## src/rtl/lb_uart_rx.sv

```systemverilog
// Oversampled UART receiver: 7/8 data bits, optional odd/even parity, one held byte
// with sticky parity/framing/overrun status cleared by a bus read.
module lb_uart_rx #(
  parameter int unsigned OVS = 16
) (
  input  logic       clk,
  input  logic       resetb,
  input  logic       tick,
  input  logic       rx,
  input  logic       bit8,
  input  logic       parity_en,
  input  logic       odd_n_even,
  input  logic       rd,
  output logic [7:0] rx_data,
  output logic       rx_ready,
  output logic       parity_err,
  output logic       frame_err,
  output logic       overrun
);

  localparam int unsigned CW = (OVS > 2) ? $clog2(OVS) : 1;
  localparam logic [CW-1:0] HALF_LAST = CW'(OVS / 2 - 1);
  localparam logic [CW-1:0] FULL_LAST = CW'(OVS - 1);

  typedef enum logic [2:0] {IDLE, START, DATA, PARITY, STOP} state_t;

  state_t        state, state_nxt;
  logic [CW-1:0] cnt, cnt_nxt;
  logic [2:0]    bit_cnt, bit_cnt_nxt;
  logic [7:0]    shreg, shreg_nxt;
  logic          par_acc, par_acc_nxt;
  logic          par_bad, par_bad_nxt;
  logic          cfg_bit8, cfg_bit8_nxt;
  logic          cfg_par, cfg_par_nxt;
  logic          cfg_odd, cfg_odd_nxt;
  logic          brk, brk_nxt;
  logic          rx_meta, rx_sync;
  logic [7:0]    rx_data_nxt;
  logic          rx_ready_nxt, parity_err_nxt, frame_err_nxt, overrun_nxt;

  logic          sample_c;
  logic          consume_c;
  logic [7:0]    frame_data_c;
  logic [2:0]    last_bit_c;

  // Bit-sample strobe: half a bit into the start bit, a full bit for every later one
  assign sample_c     = tick && (cnt == ((state == START) ? HALF_LAST : FULL_LAST));
  assign consume_c    = rd && rx_ready;
  assign frame_data_c = cfg_bit8 ? shreg : {1'b0, shreg[7:1]};
  assign last_bit_c   = cfg_bit8 ? 3'd7 : 3'd6;

  // Next-state and datapath
  always_comb begin
    state_nxt      = state;
    cnt_nxt        = cnt;
    bit_cnt_nxt    = bit_cnt;
    shreg_nxt      = shreg;
    par_acc_nxt    = par_acc;
    par_bad_nxt    = par_bad;
    cfg_bit8_nxt   = cfg_bit8;
    cfg_par_nxt    = cfg_par;
    cfg_odd_nxt    = cfg_odd;
    brk_nxt        = brk;
    rx_data_nxt    = rx_data;
    rx_ready_nxt   = rx_ready;
    parity_err_nxt = parity_err;
    frame_err_nxt  = frame_err;
    overrun_nxt    = overrun;

    if (consume_c) begin
      rx_ready_nxt   = 1'b0;
      parity_err_nxt = 1'b0;
      frame_err_nxt  = 1'b0;
      overrun_nxt    = 1'b0;
    end

    if (tick && !sample_c && state != IDLE) begin
      cnt_nxt = cnt + CW'(1);
    end

    case (state)
      IDLE: begin
        cnt_nxt     = '0;
        bit_cnt_nxt = '0;
        // After a framing error the line must go high before a new start counts
        if (brk) begin
          if (rx_sync) brk_nxt = 1'b0;
        end else if (!rx_sync) begin
          state_nxt = START;
        end
      end
      START: begin
        if (sample_c) begin
          cnt_nxt = '0;
          if (rx_sync) begin
            state_nxt = IDLE;
          end else begin
            state_nxt    = DATA;
            shreg_nxt    = '0;
            par_acc_nxt  = 1'b0;
            par_bad_nxt  = 1'b0;
            cfg_bit8_nxt = bit8;
            cfg_par_nxt  = parity_en;
            cfg_odd_nxt  = odd_n_even;
          end
        end
      end
      DATA: begin
        if (sample_c) begin
          cnt_nxt     = '0;
          shreg_nxt   = {rx_sync, shreg[7:1]};
          par_acc_nxt = par_acc ^ rx_sync;
          bit_cnt_nxt = bit_cnt + 3'd1;
          if (bit_cnt == last_bit_c) state_nxt = cfg_par ? PARITY : STOP;
        end
      end
      PARITY: begin
        if (sample_c) begin
          cnt_nxt     = '0;
          par_bad_nxt = ((par_acc ^ rx_sync) != cfg_odd);
          state_nxt   = STOP;
        end
      end
      STOP: begin
        if (sample_c) begin
          cnt_nxt   = '0;
          state_nxt = IDLE;
          brk_nxt   = !rx_sync;
          if (!rx_ready || rd) begin
            rx_data_nxt    = frame_data_c;
            rx_ready_nxt   = 1'b1;
            parity_err_nxt = parity_err_nxt | par_bad;
            frame_err_nxt  = frame_err_nxt | !rx_sync;
          end else begin
            overrun_nxt = 1'b1;
          end
        end
      end
      default: begin
        state_nxt = IDLE;
      end
    endcase
  end

  // State and output registers
  always_ff @(posedge clk or negedge resetb) begin
    if (!resetb) begin
      state      <= IDLE;
      cnt        <= '0;
      bit_cnt    <= '0;
      shreg      <= '0;
      par_acc    <= 1'b0;
      par_bad    <= 1'b0;
      cfg_bit8   <= 1'b0;
      cfg_par    <= 1'b0;
      cfg_odd    <= 1'b0;
      brk        <= 1'b0;
      rx_meta    <= 1'b1;
      rx_sync    <= 1'b1;
      rx_data    <= '0;
      rx_ready   <= 1'b0;
      parity_err <= 1'b0;
      frame_err  <= 1'b0;
      overrun    <= 1'b0;
    end else begin
      state      <= state_nxt;
      cnt        <= cnt_nxt;
      bit_cnt    <= bit_cnt_nxt;
      shreg      <= shreg_nxt;
      par_acc    <= par_acc_nxt;
      par_bad    <= par_bad_nxt;
      cfg_bit8   <= cfg_bit8_nxt;
      cfg_par    <= cfg_par_nxt;
      cfg_odd    <= cfg_odd_nxt;
      brk        <= brk_nxt;
      rx_meta    <= rx;
      rx_sync    <= rx_meta;
      rx_data    <= rx_data_nxt;
      rx_ready   <= rx_ready_nxt;
      parity_err <= parity_err_nxt;
      frame_err  <= frame_err_nxt;
      overrun    <= overrun_nxt;
    end
  end

endmodule

```

## config.mk

```make
export PLATFORM = sky130hd
export DESIGN_NAME = lb_uart_rx
export DESIGN_NICKNAME = d
export VERILOG_FILES = /design/src/rtl/lb_uart_rx.sv
export SDC_FILE = /design/constraint.sdc
export NUM_CORES = 1
export LEC_CHECK = 0
export CORE_MARGIN = 2
export CORE_UTILIZATION = 30
export DETAILED_ROUTE_END_ITERATION = 7
export DONT_BUFFER_PORTS = 1
export GPL_ROUTABILITY_DRIVEN = 0
export PLACE_DENSITY = 0.49
export SYNTH_ARGS = -nofsm -noshare
export SYNTH_HDL_FRONTEND = slang
export SYNTH_SLANG_ARGS = --single-unit
export TNS_END_PERCENT = 10
```

## constraint.sdc

```tcl
create_clock -name clk -period 1.55 [get_ports clk]
set_input_delay 0.31 -clock clk [delete_from_list [all_inputs] [get_ports clk]]
set_output_delay 0.31 -clock clk [all_outputs]
set_load 0.02 [all_outputs]
```

==> results of run 1 <==
-- through the flow --
step           instances  power (W)  worst slack, ps  cell area [sq um]  util, %
6_report             279    0.00253             16.3               2280     38.1
5_1_grt              279    0.00270            -39.7               2280     38.1
4_1_cts              272    0.00251             3.49               2180     36.4
3_5_place_dp         261    0.00175             -106               2040     34.1
3_3_place_gp         261    0.00172             -112               2040     34.1
2_1_floorplan        176    0.00161             89.6               1880        -
-- registers in the layout (all words and copies together), names as in the netlist --
signal      flops
rx_sync         1
overrun         1
rx_data         8
frame_err       1
state           3
cnt             4
shreg           8
rx_ready        1
par_acc         1
parity_err      1
brk             1
par_bad         1
bit_cnt         3
cfg_par         1
cfg_bit8        1
cfg_odd         1
rx_meta         1
-- synthesized netlist by cell type (all sizes together), types with 5 or more instances --
library cell,n
nand2,21
inv,5
a22o,8
mux2i,11
nor2,7
buf,7
dfrtp,36
nand3,5
o21ai,15
a21oi,13
-- metal layers --
layer	track usage, %	wire, microns
met1	15.1	1960
met2	18.1	1760
met3	4.17	173
met4	4.02	43
met5	0	0
-- how the worst max path moves through the flow --
stage	from	endpoint	slack [ps]	cells past startpoint
global route	state[1]	par_acc	-40	5
global placement	state[1]	cfg_par	-110	4
floorplan	cnt[0]	rx_data[1]	90	6
finish	cnt[0]	cfg_odd	20	5
detailed placement	cnt[0]	cfg_odd	-110	4
CTS	cnt[3]	cnt[0]	3	4
-- worst reg2reg max path, cell delays in order (launching register included) --
cell	delay (ps)
dfrtp_1	390
ha_2	220
and3_1	210
nand4_1	100
buf_4	160
mux2_2	330
-- power groups by stage --
stage	logic (W)	registers, W	clock network [W]
after CTS	0.000494	0.00127	0.000744
after detailed placement	0.000460	0.00129	0
after global routing	0.000596	0.00131	0.000800
after global placement	0.000441	0.00128	0
final	0.000534	0.00129	0.000711
after floorplan	0.000370	0.00124	0
-- area by class of cell --
type	instances	area (sq um)	area share [%]
clock buffers	6	82.6	3.62
clock inverters	2	12.5	0.549
inverters	5	18.8	0.823
multi-input cells	126	895	39.2
flip-flops and latches	38	958	42.0
well taps	75	93.8	4.11
repair buffers	27	220	9.65
-- logic make-up after synthesis --
logic type	Yosys count	synth area share [%]
buffers and inverters	12	3.80
and+or+nand+nor	59	17.9
xor gates and xnor gates	4	1.87
adders and majority gates	2	1.33
muxes	14	7.67
AOI/OAI and AO/OA	47	16.5
DFF	38	50.8
-- timing repair --
item                       4_1_cts  5_1_grt
hold buffers                     2        1
setup buffers                    1        6
setup endpoints to repair        8       22
hold endpoints to repair        38        1
pin swaps                        1        2
resized for setup                2       13
==> flow_metrics.tcl, run 1 <==
set metrics [dict create \
    reg2reg_to "cfg_odd" \
    clock_sinks 38 \
    ys_ff_latch 38 \
    mappedNetlistArea_sq_um 1880 \
    seq_area_frac_synth_pct 50.8 \
    synthToLayoutAreaGrowth_pct 21.6 \
    hpwlAfterDp_mm 2.73 \
    hold_violations 0 \
    min_period_ps 1530 \
    synth_flop_cell "dfrtp_1" \
    maxSlewViolCount 0 \
    ioPinCount 20 \
    crit_buf_inv 1 \
    worstHoldPathType "in2reg" \
    rsz0062_at_grt "yes" \
    min_to "overrun" \
    crit_type "reg2reg" \
    syn_inst 176 \
    slowest_delay_ps 390 \
    drc 0 \
    wl_per_cell_microns 14.1 \
    grt.total_usage_pct 11.7 \
    vias_per_cell 5.08 \
    path_clk_slew_ps 70 \
    tns_ps 0 \
    layout-drive-gt1-share_pct 29.9 \
    comb_power_share_pct 21.1 \
    grt_max_degree 39 \
    setup_violations 0 \
    required_ps 1730 \
    clockBufferDepth 2 \
    critical_path_peak_fanout 6 \
    arrival_ps 1710 \
    fp.dieW_microns 83.1 \
    n_antenna_cell 0 \
    wl_mm 3.94 \
    start_kind "register" \
    clock_latency_ps 290 \
    p_int_w 0.00176 \
    core_sq_um 5990 \
    grt_pass1_vias 1358 \
    synthTopCellsByArea "dfrtp_1 48%, mux2i_1 5.9%, nand2_1 4.2%" \
    synth.avg_cell_area_sq_um 10.7 \
    htreeDepth 2 \
    fillers 578 \
    die_area_sq_um 6900 \
    yosys_warnings 0 \
    initialDrtViolationCount 61 \
    p_switching_w 0.000772 \
    rows 28 \
    worstReg2RegStart "cnt[0]" \
    die_y_microns 83.1 \
    pwr-share-clk_pct 28.1 \
    numCtsBuffers 5 \
    leakage_nw 0.998 \
    ys_async_sr_fraction_pct 100 \
    timing.fmax_mhz 652 \
    fin_skew_ps 5.65 \
    hold_depth 1 \
    start_util_pct 31.3 \
    finalCritPeriodShare_pct 98.9 \
    port_buffers 0 \
    antenna_found_initial 0 \
    cp-end-kind "register" \
    slew_headroom_pct 69.3 \
    synth_nets 186 \
    worst_pin_slew_ps 455 \
    grt.overflow.total 0 \
    hp-start "rd" \
    powerDensity_nw_per_um2 1110 \
    vdd_drop_max_v 0.000349 \
    synth_top_area_share_pct 48.0 \
    synth_edf_count 0 \
    holdWs_ps 105 \
    cp_cell_sequence "ha_2 > and3_1 > nand4_1 > buf_4 > mux2_2" \
    maxCapViolCount 0 \
    layout_common_cells "32 x dfrtp_1, 24 x buf_4, 21 x nand2_1, 12 x a21oi_1, 11 x mux2i_1" \
    root_buffer "clkbuf_8" \
    status "finished clean" \
    cp_slowest_cell "dfrtp_1" \
    final_common_cell "dfrtp_1" \
    critPathTopFamily "flip-flops" \
    yosysUniqueCellTypes 47 \
    grt_pass1_wl_mm 6.48 \
    drtPass1Iterations 4 \
    p_seq_share_pct 50.9 \
    yosysTopAreaCell "dfrtp_1" \
    swShare_pct 30.5 \
    r2r_slack_ps 20 \
    rr_worst_depth 5 \
    antenna_left 0 \
    fin_nets 213 \
    via_count 1416 \
    cts_tree "yes" \
]
Note: power is estimated with default switching activity, not from simulation.
==> run 2: changes to the inputs <==
--- a/config.mk
+++ b/config.mk
@@ -6,11 +6,11 @@
 export NUM_CORES = 1
 export LEC_CHECK = 0
 export CORE_MARGIN = 2
-export CORE_UTILIZATION = 30
+export CORE_UTILIZATION = 25
 export DETAILED_ROUTE_END_ITERATION = 7
 export DONT_BUFFER_PORTS = 1
 export GPL_ROUTABILITY_DRIVEN = 0
-export PLACE_DENSITY = 0.49
+export PLACE_DENSITY = 0.44
 export SYNTH_ARGS = -nofsm -noshare
 export SYNTH_HDL_FRONTEND = slang
 export SYNTH_SLANG_ARGS = --single-unit
==> flow_metrics.tcl, run 2 (same netlist as run 1, synthesis figures left out) <==
set metrics [dict create \
    status "finished clean" \
    slew_headroom_pct 69.8 \
    core_sq_um 7250 \
    worstHoldPathType "in2reg" \
    die_area_sq_um 8210 \
    cp_slowest_cell "dfrtp_2" \
    htreeDepth 2 \
    grt.overflow.total 0 \
    worst_pin_slew_ps 448 \
    hold_violations 0 \
    start_util_pct 25.9 \
    crit_type "reg2reg" \
    fin_nets 210 \
    port_buffers 0 \
    arrival_ps 1700 \
    layout_common_cells "32 x dfrtp_1, 20 x nand2_1, 20 x buf_4, 12 x a21oi_1, 11 x mux2i_1" \
    grt_pass1_vias 1463 \
    powerDensity_nw_per_um2 1190 \
    clockBufferDepth 2 \
    vdd_drop_max_v 0.000379 \
    maxCapViolCount 0 \
    finalCritPeriodShare_pct 96.1 \
    slowest_delay_ps 480 \
    min_period_ps 1490 \
    setup_violations 0 \
    drtPass1Iterations 4 \
    ioPinCount 20 \
    grt_max_degree 39 \
    root_buffer "clkbuf_8" \
    rows 31 \
    leakage_nw 1.00 \
    cp-end-kind "register" \
    timing.fmax_mhz 672 \
    n_antenna_cell 0 \
    antenna_left 0 \
    maxSlewViolCount 0 \
    rsz0062_at_grt "yes" \
    vias_per_cell 4.63 \
    final_cells 300 \
    final_common_cell "dfrtp_1" \
    synthToLayoutAreaGrowth_pct 25.4 \
    fin_skew_ps 7.10 \
    grt.total_usage_pct 11.1 \
    hpwlAfterDp_mm 2.91 \
    wl_per_cell_microns 14.2 \
    via_count 1389 \
    holdWs_ps 104 \
    clock_sinks 38 \
    fp.dieW_microns 90.6 \
    cts_tree "yes" \
    post-place-cells 284 \
    wl_mm 4.26 \
    path_clk_slew_ps 80 \
    layout-drive-gt1-share_pct 31.3 \
    drc 0 \
    grt_pass1_wl_mm 7.25 \
    antenna_found_initial 0 \
    cp_cell_sequence "buf_4 > o21ai_1 > a21oi_4 > or3b_1 > a21oi_1" \
    numCtsBuffers 5 \
    reg_top3 "rx_data x8, shreg x8, cnt x4" \
    initialDrtViolationCount 64 \
    critical_path_peak_fanout 9 \
    start_kind "register" \
    die_y_microns 90.6 \
    clock_latency_ps 290 \
    required_ps 1760 \
]
## run 2: worst max-delay path, delay by kind of cell (launching register included)
family	cells	cell delay (ps)
compound gates	3	390
buf+inv	1	170
flops	1	480
simple gates	1	370
## run 2: path summary, 6_finish.rpt
kind / start / to / slack [ps] / cells past startpoint
hold reg to reg: rx_meta / rx_sync / 360 / 0
setup / recovery: cnt[3] / cnt[1] / 60 / 5
hold / removal: rd / overrun / 100 / 1
max in group asynchronous: resetb / rx_sync / 830 / 2
min in group asynchronous: resetb / bit_cnt[2] / 460 / 2
setup reg to reg: cnt[3] / cnt[1] / 60 / 5
## run 2: layout make-up
class / count / area, sq um
Clock buffer: 7 / 86.3
Fill cell: 749 / 4900
Tap cell: 99 / 124
Multi-Input combinational cell: 126 / 925
Inverter: 5 / 18.8
Sequential cell: 38 / 958
Timing Repair Buffer: 24 / 210
Clock inverter: 1 / 30.0
## run 2: what timing repair did
item / in CTS / in global routing
cloned: 0 / 0
endpoints found under the setup margin: 11 / 25
hold buffers: 2 / 1
buffers inserted: 2 / 3
pin swaps: 0 / 4
endpoints found under the hold margin: 38 / 1
gates resized for setup: 6 / 16
## run 2: report_power, final
group | leakage [nW] | switching, W | internal (W)
sequential | 0.497 | 0.000146 | 0.00112
clock | 0.0585 | 0.000365 | 0.000525
combinational | 0.447 | 0.000308 | 0.000339
## run 2: stage by stage
| stage | utilization [%] | TNS, ps | area, sq um | total power [W] | worst slack [ps] |
|---|---|---|---|---|---|
| detailed placement | 28.5 | -356 | 2070 | 0.00179 | -66.5 |
| global placement | 28.5 | -288 | 2070 | 0.00179 | -62.0 |
| global route | 32.4 | -163 | 2350 | 0.00298 | -36.8 |
| floorplan | - | 0 | 1880 | 0.00161 | 89.6 |
| CTS | 31.2 | -30.5 | 2260 | 0.00275 | -15.2 |
| finish | 32.4 | 0 | 2350 | 0.00280 | 61.0 |
## run 2: layer usage
layer	track usage, %	wire length [microns]	vias up
met5	0	0	-
met4	4.23	64	0
met3	3.51	183	5
met2	16.3	1880	24
met1	15.1	2130	669
li1	-	-	691
